**config.mk**
```make
export PLATFORM = sky130hd
export DESIGN_NAME = riscv_trace_buffer
export DESIGN_NICKNAME = d
export VERILOG_FILES = /design/src/rtl/riscv_trace_buffer_pkg.sv /design/src/rtl/riscv_trace_fifo.sv /design/src/rtl/riscv_trace_buffer.sv
export SDC_FILE = /design/constraint.sdc
export NUM_CORES = 2
export LEC_CHECK = 0
export ABC_AREA = 1
export BUFFER_PORTS_ARGS = -buffer_cell sky130_fd_sc_hd__buf_2
export CAP_MARGIN = 20
export CORE_MARGIN = 2
export CORE_UTILIZATION = 26
export DETAILED_ROUTE_END_ITERATION = 16
export GPL_ROUTABILITY_DRIVEN = 0
export HOLD_SLACK_MARGIN = 0.02
export PLACE_DENSITY_LB_ADDON = 0.05
export SLEW_MARGIN = 20
export SYNTH_ARGS = -nofsm -noshare
export SYNTH_HDL_FRONTEND = slang
export SYNTH_SLANG_ARGS = --single-unit
```
**constraint.sdc**
```tcl
create_clock -name clk_i -period 9.9 [get_ports clk_i]
set_input_delay 1.485 -clock clk_i [delete_from_list [all_inputs] [get_ports clk_i]]
set_output_delay 1.485 -clock clk_i [all_outputs]
set_load 0.05 [all_outputs]
```
**src/rtl/riscv_trace_buffer_pkg.sv**
```systemverilog
// Shared definitions for the retire-trace collector: class codes and opcode decode.
// Optional build macro: TRACE_BRANCH_ONLY_EN (see riscv_trace_buffer.sv).
package riscv_trace_buffer_pkg;

  localparam logic [2:0] TRACE_CLASS_ALU     = 3'd0;
  localparam logic [2:0] TRACE_CLASS_BRANCH  = 3'd1;
  localparam logic [2:0] TRACE_CLASS_JAL     = 3'd2;
  localparam logic [2:0] TRACE_CLASS_JALR    = 3'd3;
  localparam logic [2:0] TRACE_CLASS_LOAD    = 3'd4;
  localparam logic [2:0] TRACE_CLASS_STORE   = 3'd5;
  localparam logic [2:0] TRACE_CLASS_SYSTEM  = 3'd6;
  localparam logic [2:0] TRACE_CLASS_UNKNOWN = 3'd7;

  function automatic logic [2:0] trace_class(input logic [31:0] op);
    logic [2:0] k;
    k = TRACE_CLASS_UNKNOWN;
    unique case (op[6:0])
      7'b0110011,
      7'b0010011,
      7'b0110111,
      7'b0010111: k = TRACE_CLASS_ALU;
      7'b1100011: k = TRACE_CLASS_BRANCH;
      7'b1101111: k = TRACE_CLASS_JAL;
      7'b1100111: k = TRACE_CLASS_JALR;
      7'b0000011: k = TRACE_CLASS_LOAD;
      7'b0100011: k = TRACE_CLASS_STORE;
      7'b1110011,
      7'b0001111: k = TRACE_CLASS_SYSTEM;
      default:    k = TRACE_CLASS_UNKNOWN;
    endcase
    return k;
  endfunction

endpackage

```
**src/rtl/riscv_trace_fifo.sv**
```systemverilog
// Single-clock per-core trace FIFO with synchronous flush.
// Read data is the head entry, valid whenever not empty.
module riscv_trace_fifo #(
  parameter int W     = 8,
  parameter int DEPTH = 8
) (
  input  logic         clk_i,
  input  logic         rst_i,
  input  logic         flush_i,
  input  logic         push_i,
  input  logic         pop_i,
  input  logic [W-1:0] wdata_i,
  output logic [W-1:0] rdata_o,
  output logic         full_o,
  output logic         empty_o
);

  localparam int AW = $clog2(DEPTH);

  logic [W-1:0] mem [DEPTH];
  logic [AW:0]  wr_q;
  logic [AW:0]  rd_q;

  always_ff @(posedge clk_i) begin
    if (!rst_i || flush_i) begin
      wr_q <= '0;
      rd_q <= '0;
    end else begin
      if (push_i) wr_q <= wr_q + (AW+1)'(1);
      if (pop_i)  rd_q <= rd_q + (AW+1)'(1);
    end
  end

  always_ff @(posedge clk_i) begin
    if (push_i) mem[wr_q[AW-1:0]] <= wdata_i;
  end

  assign rdata_o = mem[rd_q[AW-1:0]];
  assign empty_o = (wr_q == rd_q);
  assign full_o  = (wr_q[AW] != rd_q[AW]) &&
                   (wr_q[AW-1:0] == rd_q[AW-1:0]);

endmodule

```
**src/rtl/riscv_trace_buffer.sv**
```systemverilog
// Multi-core retire-trace collector: per-core FIFOs drained round-robin.
// TRACE_BRANCH_ONLY_EN: capture only branch/jal/jalr/system retirements.
module riscv_trace_buffer
  import riscv_trace_buffer_pkg::*;
#(
  parameter int NUM_CORES = 2,
  parameter int DEPTH     = 8,
  parameter int TS_W      = 16,
  parameter int SEQ_W     = 16,
  parameter int DROP_W    = 8
) (
  input  logic                        clk_i,
  input  logic                        rst_i,
  input  logic                        enable_i,
  input  logic                        flush_i,
  input  logic [NUM_CORES-1:0]        valid_i,
  input  logic [32*NUM_CORES-1:0]     pc_i,
  input  logic [32*NUM_CORES-1:0]     opcode_i,
  output logic                        out_valid_o,
  input  logic                        out_ready_i,
  output logic [2:0]                  out_core_o,
  output logic [SEQ_W-1:0]            out_seq_o,
  output logic [TS_W-1:0]             out_ts_o,
  output logic [31:0]                 out_pc_o,
  output logic [31:0]                 out_opcode_o,
  output logic [2:0]                  out_class_o,
  output logic                        out_lost_o,
  output logic [DROP_W*NUM_CORES-1:0] drop_cnt_o
);

  localparam int CW = (NUM_CORES > 1) ? $clog2(NUM_CORES) : 1;

  typedef struct packed {
    logic [SEQ_W-1:0] seq;
    logic [TS_W-1:0]  ts;
    logic [31:0]      pc;
    logic [31:0]      op;
    logic [2:0]       cls;
    logic             lost;
  } rec_t;

  rec_t                 wr_rec [NUM_CORES];
  rec_t                 rd_rec [NUM_CORES];
  rec_t                 o_rec;
  logic [2:0]           cls    [NUM_CORES];
  logic [SEQ_W-1:0]     seq_q  [NUM_CORES];
  logic [DROP_W-1:0]    drop_q [NUM_CORES];
  logic [NUM_CORES-1:0] keep, want, full, empty;
  logic [NUM_CORES-1:0] push, pop, drop, lost_q;
  logic [TS_W-1:0]      ts_q;
  logic [CW-1:0]        rr_q, win;
  logic [2:0]           core_q;
  logic                 found, load, valid_q;

  assign load = !valid_q || out_ready_i;

  for (genvar c = 0; c < NUM_CORES; c++) begin : g_core
    assign cls[c] = trace_class(opcode_i[32*c +: 32]);
`ifdef TRACE_BRANCH_ONLY_EN
    assign keep[c] = (cls[c] == TRACE_CLASS_BRANCH) ||
                     (cls[c] == TRACE_CLASS_JAL) ||
                     (cls[c] == TRACE_CLASS_JALR) ||
                     (cls[c] == TRACE_CLASS_SYSTEM);
`else
    assign keep[c] = 1'b1;
`endif
    assign want[c] = enable_i && valid_i[c] && !flush_i && keep[c];
    assign pop[c]  = load && found && (win == CW'(c));
    // A full FIFO still accepts when its head leaves this same cycle
    assign push[c] = want[c] && (!full[c] || pop[c]);
    assign drop[c] = want[c] && full[c] && !pop[c];
    assign wr_rec[c] = {seq_q[c], ts_q, pc_i[32*c +: 32],
                        opcode_i[32*c +: 32], cls[c], lost_q[c]};
    assign drop_cnt_o[DROP_W*c +: DROP_W] = drop_q[c];

    riscv_trace_fifo #(
      .W     ($bits(rec_t)),
      .DEPTH (DEPTH)
    ) u_fifo (
      .clk_i   (clk_i),
      .rst_i   (rst_i),
      .flush_i (flush_i),
      .push_i  (push[c]),
      .pop_i   (pop[c]),
      .wdata_i (wr_rec[c]),
      .rdata_o (rd_rec[c]),
      .full_o  (full[c]),
      .empty_o (empty[c])
    );
  end

  always_comb begin
    logic [CW:0] idx;
    found = 1'b0;
    win   = rr_q;
    idx   = '0;
    for (int i = 0; i < NUM_CORES; i++) begin
      idx = {1'b0, rr_q} + (CW+1)'(i);
      if (idx >= (CW+1)'(NUM_CORES)) idx = idx - (CW+1)'(NUM_CORES);
      if (!found && !empty[idx[CW-1:0]]) begin
        found = 1'b1;
        win   = idx[CW-1:0];
      end
    end
  end

  always_ff @(posedge clk_i) begin
    if (!rst_i) begin
      ts_q   <= '0;
      lost_q <= '0;
      for (int c = 0; c < NUM_CORES; c++) begin
        seq_q[c]  <= '0;
        drop_q[c] <= '0;
      end
    end else begin
      ts_q <= ts_q + TS_W'(1);
      for (int c = 0; c < NUM_CORES; c++) begin
        if (enable_i && valid_i[c]) seq_q[c] <= seq_q[c] + SEQ_W'(1);
        if (flush_i) begin
          drop_q[c] <= '0;
          lost_q[c] <= 1'b0;
        end else if (drop[c]) begin
          if (drop_q[c] != '1) drop_q[c] <= drop_q[c] + DROP_W'(1);
          lost_q[c] <= 1'b1;
        end else if (push[c]) begin
          lost_q[c] <= 1'b0;
        end
      end
    end
  end

  always_ff @(posedge clk_i) begin
    if (!rst_i) begin
      valid_q <= 1'b0;
      core_q  <= '0;
      o_rec   <= '0;
      rr_q    <= '0;
    end else if (flush_i) begin
      valid_q <= 1'b0;
      core_q  <= '0;
      o_rec   <= '0;
    end else if (load) begin
      valid_q <= found;
      if (found) begin
        o_rec  <= rd_rec[win];
        core_q <= 3'(win);
        rr_q   <= (win == CW'(NUM_CORES-1)) ? '0 : win + CW'(1);
      end
    end
  end

  assign out_valid_o  = valid_q;
  assign out_core_o   = core_q;
  assign out_seq_o    = o_rec.seq;
  assign out_ts_o     = o_rec.ts;
  assign out_pc_o     = o_rec.pc;
  assign out_opcode_o = o_rec.op;
  assign out_class_o  = o_rec.cls;
  assign out_lost_o   = o_rec.lost;

endmodule

```
# After elaboration in Yosys (flattened, before gate mapping)
# Memories as Yosys holds them, arrays and structs flattened. A register that Yosys moved wholly into a read port is not among the register bits.
# Index checks and enable logic that the tools add are counted.
[classes]
n_addsub = 13
magnitude_cmp = 5
eq_ne = 30
mux = 54
n_bitwise = 10
n_reduce_logical = 37
[op_table]
columns = ["op", "count"]
rows = [
  ["100-bit 2-to-1 mux", 3],
  ["7-bit equality test (second input constant)", 8],
  ["16-bit by 1-bit adder with 16-bit output (second input constant)", 3],
  ["7-bit by 6-bit equality test with 1-bit output (second input constant)", 6],
  ["3-bit case mux with 7 select lines", 2],
  ["1-bit 2-to-1 mux", 39],
  ["16-bit 2-to-1 mux", 2],
  ["8-bit 2-to-1 mux", 4],
  ["7-bit by 5-bit equality test with 1-bit output (second input constant)", 4],
  ["4-bit by 1-bit adder with 4-bit output (second input constant)", 4],
  ["8-bit by 1-bit adder with 8-bit output (second input constant)", 2],
  ["1-bit logical AND", 16],
  ["8-bit != test (second input constant)", 2],
  ["7-bit by 2-bit equality test with 1-bit output (second input constant)", 2],
  ["7-bit by 4-bit equality test with 1-bit output (second input constant)", 2],
  ["3-bit 2-to-1 mux", 4],
  ["4-bit equality test", 2],
  ["1-bit logical NOT", 8],
  ["4-bit OR reduction", 2],
  ["3-bit equality test", 2],
  ["1-bit OR", 6],
  ["2-bit OR reduction", 3],
  ["2-bit greater-or-equal comparator (second input constant)", 2],
  ["1-bit logical OR", 4],
  ["other kinds (11)", 17],
]
[word_totals]
reg_bits = 137
ramBits = 1648
wordCells = 169
mem_count = 4
[mem_list]
columns = ["name", "depth", "width", "rd", "rd_ports_with_merged_regs", "wr", "line", "source"]
rows = [
  ["g_core[0].u_fifo.mem", 8, 100, 1, 1, 1, "riscv_trace_fifo.sv:20", "logic [W-1:0] mem [DEPTH];"],
  ["g_core[1].u_fifo.mem", 8, 100, 1, 1, 1, "riscv_trace_fifo.sv:20", ""],
  ["seq_q", 2, 16, 2, 0, 2, "riscv_trace_buffer.sv:46", "logic [SEQ_W-1:0] seq_q [NUM_CORES];"],
  ["drop_q", 2, 8, 2, 0, 2, "riscv_trace_buffer.sv:47", "logic [DROP_W-1:0] drop_q [NUM_CORES];"],
]

# Depth between registers and ports, before layout
[depth]
depth_word = 17
depth_mapped = 14
ltp_nobuf = 11

# Cells and area by module
# Synthesis repeated with hierarchy kept, for this count alone.
[hier_totals]
cells_unflattened = 8361
hier_area_um2 = 79653.9
[modules_own_cells]
columns = ["module", "n_inst", "cells_each", "area_per_inst_um2", "seq_area_each_um2"]
rows = [
  ["riscv_trace_fifo", 2, 3525, 35421.5, 24243.3],
  ["riscv_trace_buffer", 1, 1311, 8811.0, 3863.7],
]

# Worst setup path before layout
# Ideal clock, no wire load.
[synth_path]
kind = "input port to flip-flop"
startpoint = "input port valid_i[1]"
endpoint = "memory g_core[1].u_fifo.mem[6][0] in the netlist's numbering, enable pin"
arrival_time_ns = 8.894
required_ns = 9.218
slack_ns = 0.324
path_stages = 4
path_buffers = 0
cell_sequence = "nand2_1 > nor2_1 > nand2_1 > nor3_1"
[synth_between]
elab_chain_len = 5
[synth_lines]
columns = ["element", "line", "source"]
rows = [
  ["from (decl)", "riscv_trace_buffer.sv:16", "input logic [NUM_CORES-1:0] valid_i,"],
  ["1-bit logical AND (2 in a row)", "riscv_trace_buffer.sv:67", "assign want[c] = enable_i && valid_i[c] && !flush_i && keep[c];"],
  ["1-bit logical AND", "riscv_trace_buffer.sv:70", "assign push[c] = want[c] && (!full[c] || pop[c]);"],
  ["1-bit 2-to-1 mux", "riscv_trace_fifo.sv:35", "if (push_i) mem[wr_q[AW-1:0]] <= wdata_i;"],
  ["1-bit 2-to-1 mux (implied by the code)", "riscv_trace_fifo.sv:35", ""],
  ["to (decl)", "riscv_trace_fifo.sv:20", ""],
]
# Every way passes these cells.

# Final worst setup path
[layout_path]
startpoint = "register g_core[1].u_fifo.wr_q[0]"
endpoint = "memory g_core[0].u_fifo.mem[2][24] in the netlist's numbering, enable pin"
[layout_between]
elab_chain_len = 12
elab_cells_between_ends = 18
classes_between = "eq/ne: 1; mux: 10; bitwise: 1; reduce/logical: 6"
[layout_lines]
columns = ["element", "line", "source"]
rows = [
  ["from (decl)", "riscv_trace_fifo.sv:21", "logic [AW:0] wr_q;"],
  ["from (signal assigned)", "riscv_trace_fifo.sv:29", "if (push_i) wr_q <= wr_q + (AW+1)'(1);"],
  ["4-bit equality test (*)", "riscv_trace_fifo.sv:39", "assign empty_o = (wr_q == rd_q);"],
  ["1-bit 2-to-1 mux (implied by the code) (2 in a row)", "riscv_trace_buffer.sv:100", "if (!found && !empty[idx[CW-1:0]]) begin"],
  ["1-bit logical NOT", "riscv_trace_buffer.sv:100", ""],
  ["1-bit logical AND", "riscv_trace_buffer.sv:100", ""],
  ["1-bit 2-to-1 mux", "riscv_trace_buffer.sv:100", ""],
  ["1-bit logical AND / 1-bit NOT (equally long branches)", "riscv_trace_buffer.sv:68", "assign pop[c] = load && found && (win == CW'(c));"],
  ["1-bit logical AND (*)", "riscv_trace_buffer.sv:68", ""],
  ["1-bit logical OR (*)", "riscv_trace_buffer.sv:70", ""],
  ["1-bit logical AND (*)", "riscv_trace_buffer.sv:70", ""],
  ["1-bit 2-to-1 mux (*)", "riscv_trace_fifo.sv:35", ""],
  ["1-bit 2-to-1 mux (implied by the code) (*)", "riscv_trace_fifo.sv:35", ""],
  ["to (decl)", "riscv_trace_fifo.sv:20", ""],
]
# Every way passes the cells marked *; elsewhere a longest branch is shown, timed or not. The select of a mux whose other input is x is not followed.

==> impl_metrics.json <==
{
  "cts_setup_buffers": 0,
  "portBuffers": 252,
  "slowest_delay_ns": 0.83,
  "pwr-share-seq_pct": 50.0,
  "dp.cells": 10650,
  "layout.nets": 7257,
  "cp_top_family": "buffers and inverters",
  "synthTopCellsByArea": "edfxtp_1, nand2_1, nor2_1",
  "ys_seq_elements": 1791,
  "coreArea_um2": 284700,
  "cts_buffers": 219,
  "grtUsageTotal_pct": 16.96,
  "synth_edf_count": 1648,
  "syn_area_per_cell_um2": 10.69,
  "overflow": 0,
  "internal-power_mw": 12.77,
  "cp_max_fo": 54,
  "crit_cells": 10,
  "netSwitchingPower_mw": 4.014,
  "cap_violations": 0,
  "die_area_um2": 290300,
  "drt-wirelength-per-cell_um": 22.73,
  "required_ns": 10.39,
  "setup_tns_ns": 0,
  "cts-resized-gates": 0,
  "vias": 49130,
  "rr_worst_depth": 10,
  "worstPathArrival_ns": 4.79,
  "die_height_um": 538.8,
  "rsz0062_at_grt": "false",
  "dp_slack_ns": 4.810,
  "synth.yosys.seq_area_share_pct": 70.40,
  "fin_skew_ns": 0.04756,
  "row_count": 196,
  "worst-path-buf-inv": 2,
  "grt_pass1_wl_um": 360600,
  "drtIter0Drc": 3063,
  "grt_pass1_vias": 47950,
  "async_flop_share_pct": 0,
  "cp-start-kind": "flop",
  "maxSlewHeadroom_pct": 30.11,
  "cts_buffer_depth": 4,
  "cts_tree": "done",
  "dp.final_hpwl_um": 142200,
  "fin_cells": 11060,
  "initial_core_util_pct": 26.12,
  "syn_to_final_growth_pct": 15.73,
  "fin_crit_sh_pct": 43.39,
  "hold_viol_final": 0,
  "swShare_pct": 23.92,
  "synthDistinctLibCells": 38,
  "synth_top_cell_area_share_pct": 66.55,
  "synth.most_common_cell": "edfxtp_1",
  "synth_common_cells": "edfxtp_1, nand2_1, nor2_1",
  "maxSlewViolCount": 0,
  "dieWidth_um": 538.8,
  "path_cells": "xor2_1 -> nor2_1 -> nand2_4 -> nand2_4 -> nand2_2 -> nand2_2 -> nand2_1 -> nor3_2 -> buf_4 -> buf_4",
  "hold_class": "reg -> reg",
  "fmax_ghz": 0.2328,
  "htree_levels": 4,
  "syn_area_um2": 74360,
  "syn-instance-count": 6957,
  "via_per_inst": 4.442,
  "dr.pass1.iters": 7,
  "yosysTopAreaCell": "edfxtp_1",
  "crit_path_end_kind": "flop",
  "min_period_ns": 4.295,
  "ctsHoldBuffers": 0,
  "yosysWarnings": 0,
  "antenna_found_initial": 65,
  "clock_latency_ns": 0.88,
  "worst_pin_slew_ns": 1.048,
  "p_per_area_nw_per_um2": 195.0,
  "setup_slack_ns": 5.605,
  "drive_gt1_share_pct": 9.709,
  "crit_type": "reg -> reg",
  "cts-root-buf": "clkbuf_16",
  "power_frac_clock_pct": 44.4,
  "ir_drop_uv": 133.9,
  "clk_pin_slew_worst_paths_ns": 0.06,
  "leakage_nw": 32.62,
  "whs_path_depth": 2,
  "grt_max_degree": 198,
  "combPwrFrac_pct": 5.5,
  "antenna_left": 0,
  "synthFlopType": "edfxtp_1",
  "setup_viol": 0,
  "outcome": "completed",
  "crit_slowest_cell": "buf_4",
  "drc": 0,
  "cts_sinks": 1791,
  "top_level_ports": 255,
  "drt-total-wl_um": 251400
}
[worst min-delay path, cell delays in order (launching register included)]
cell and delay (ns):
dfxtp_1 0.32, nand2_1 0.06, a21oi_1 0.05
[cell usage in the layout, fill, tap and decap left out, types with 24 or more instances in the layout]
cell,Yosys,layout
dfxtp_1,143,137
inv_1,622,617
o21ai_0,564,564
o22ai_1,27,27
clkbuf_16,0,223
nand4_1,86,86
a21oi_1,49,48
buf_4,11,55
clkinv_1,1,63
nor3_1,32,24
nand3_1,440,440
nor2_1,1042,1033
nand2_1,1579,1578
o21ai_1,194,194
or2_2,76,76
clkbuf_1,212,71
buf_2,104,252
clkinv_2,0,29
edfxtp_1,1648,1648
[metrics by stage]
step	cell area, µm²	power (mW)	utilization (%)	hold WS, ns
detailed placement	79540	9.511	27.94	0.4757
CTS	86040	17.10	30.22	0.4842
floorplan	74370	9.056	-	0.4531
global route	86050	17.45	30.22	0.4973
global placement	79540	9.513	27.94	0.4714
finish	86060	16.78	30.23	0.4825
[power groups by stage]
stage / registers (mW) / logic (mW) / clock network, mW
after global routing: 8.40 / 1.04 / 8.01
after CTS: 8.40 / 0.952 / 7.75
final: 8.40 / 0.929 / 7.45
after global placement: 8.56 / 0.951 / 0
after floorplan: 8.59 / 0.468 / 0
after detailed placement: 8.56 / 0.949 / 0
[final timing paths]
path / startpoint / endpoint / slack [ns]
min: g_core[1].u_fifo.wr_q[3] / g_core[1].u_fifo.wr_q[3] / 0.48
max: g_core[1].u_fifo.wr_q[0] / g_core[0].u_fifo.mem[2][24] / 5.60
min reg2reg: g_core[1].u_fifo.wr_q[3] / g_core[1].u_fifo.wr_q[3] / 0.48
max reg2reg: g_core[1].u_fifo.wr_q[0] / g_core[0].u_fifo.mem[2][24] / 5.60
[area by class of cell]
class | instances | area, µm²
Multi-Input combinational cell | 4150 | 18080
Antenna cell | 7 | 17.52
Timing Repair Buffer | 323 | 1994
Clock buffer | 295 | 5861
Clock inverter | 105 | 638.1
Sequential cell | 1791 | 52370
Inverter | 628 | 2391
Fill cell | 29240 | 198700
Tap cell | 3762 | 4707
[kinds of logic (layout without fill, tap and decap cells)]
| family | Yosys count | in the layout | share of synthesized area, % |
|---|---|---|---|
| AOI/OAI and AO/OA | 841 | 841 | 5.729 |
| xor gates and xnor gates | 25 | 25 | 0.2944 |
| DFF | 1791 | 1791 | 70.40 |
| adders and majority gates | 9 | 9 | 0.1514 |
| and+or+nand+nor | 3273 | 3273 | 17.94 |
| buffers and inverters | 1017 | 1351 | 5.487 |
| other | 1 | 9 | 0.005043 |
[flip-flops by register name (all words and copies together), names as in the netlist, 2 cells and up, named ones only]
name	flops
out_seq_o	16
ts_q	16
out_class_o	3
out_pc_o	32
lost_q	2
drop_q	16
out_opcode_o	32
seq_q	32
g_core.u_fifo.wr_q	8
g_core.u_fifo.rd_q	8
g_core.u_fifo.mem	1600
out_ts_o	16
[metal layers]
| layer | vias up | global-route usage [%] | wire (µm) |
|---|---|---|---|
| met4 | 44 | 4.736 | 7283 |
| met2 | 838 | 27.09 | 114600 |
| met5 | - | 0 | 284 |
| met1 | 24180 | 23.41 | 117700 |
| met3 | 388 | 3.160 | 11570 |
| li1 | 23680 | - | - |
Note: power is estimated with default switching activity, not from simulation.
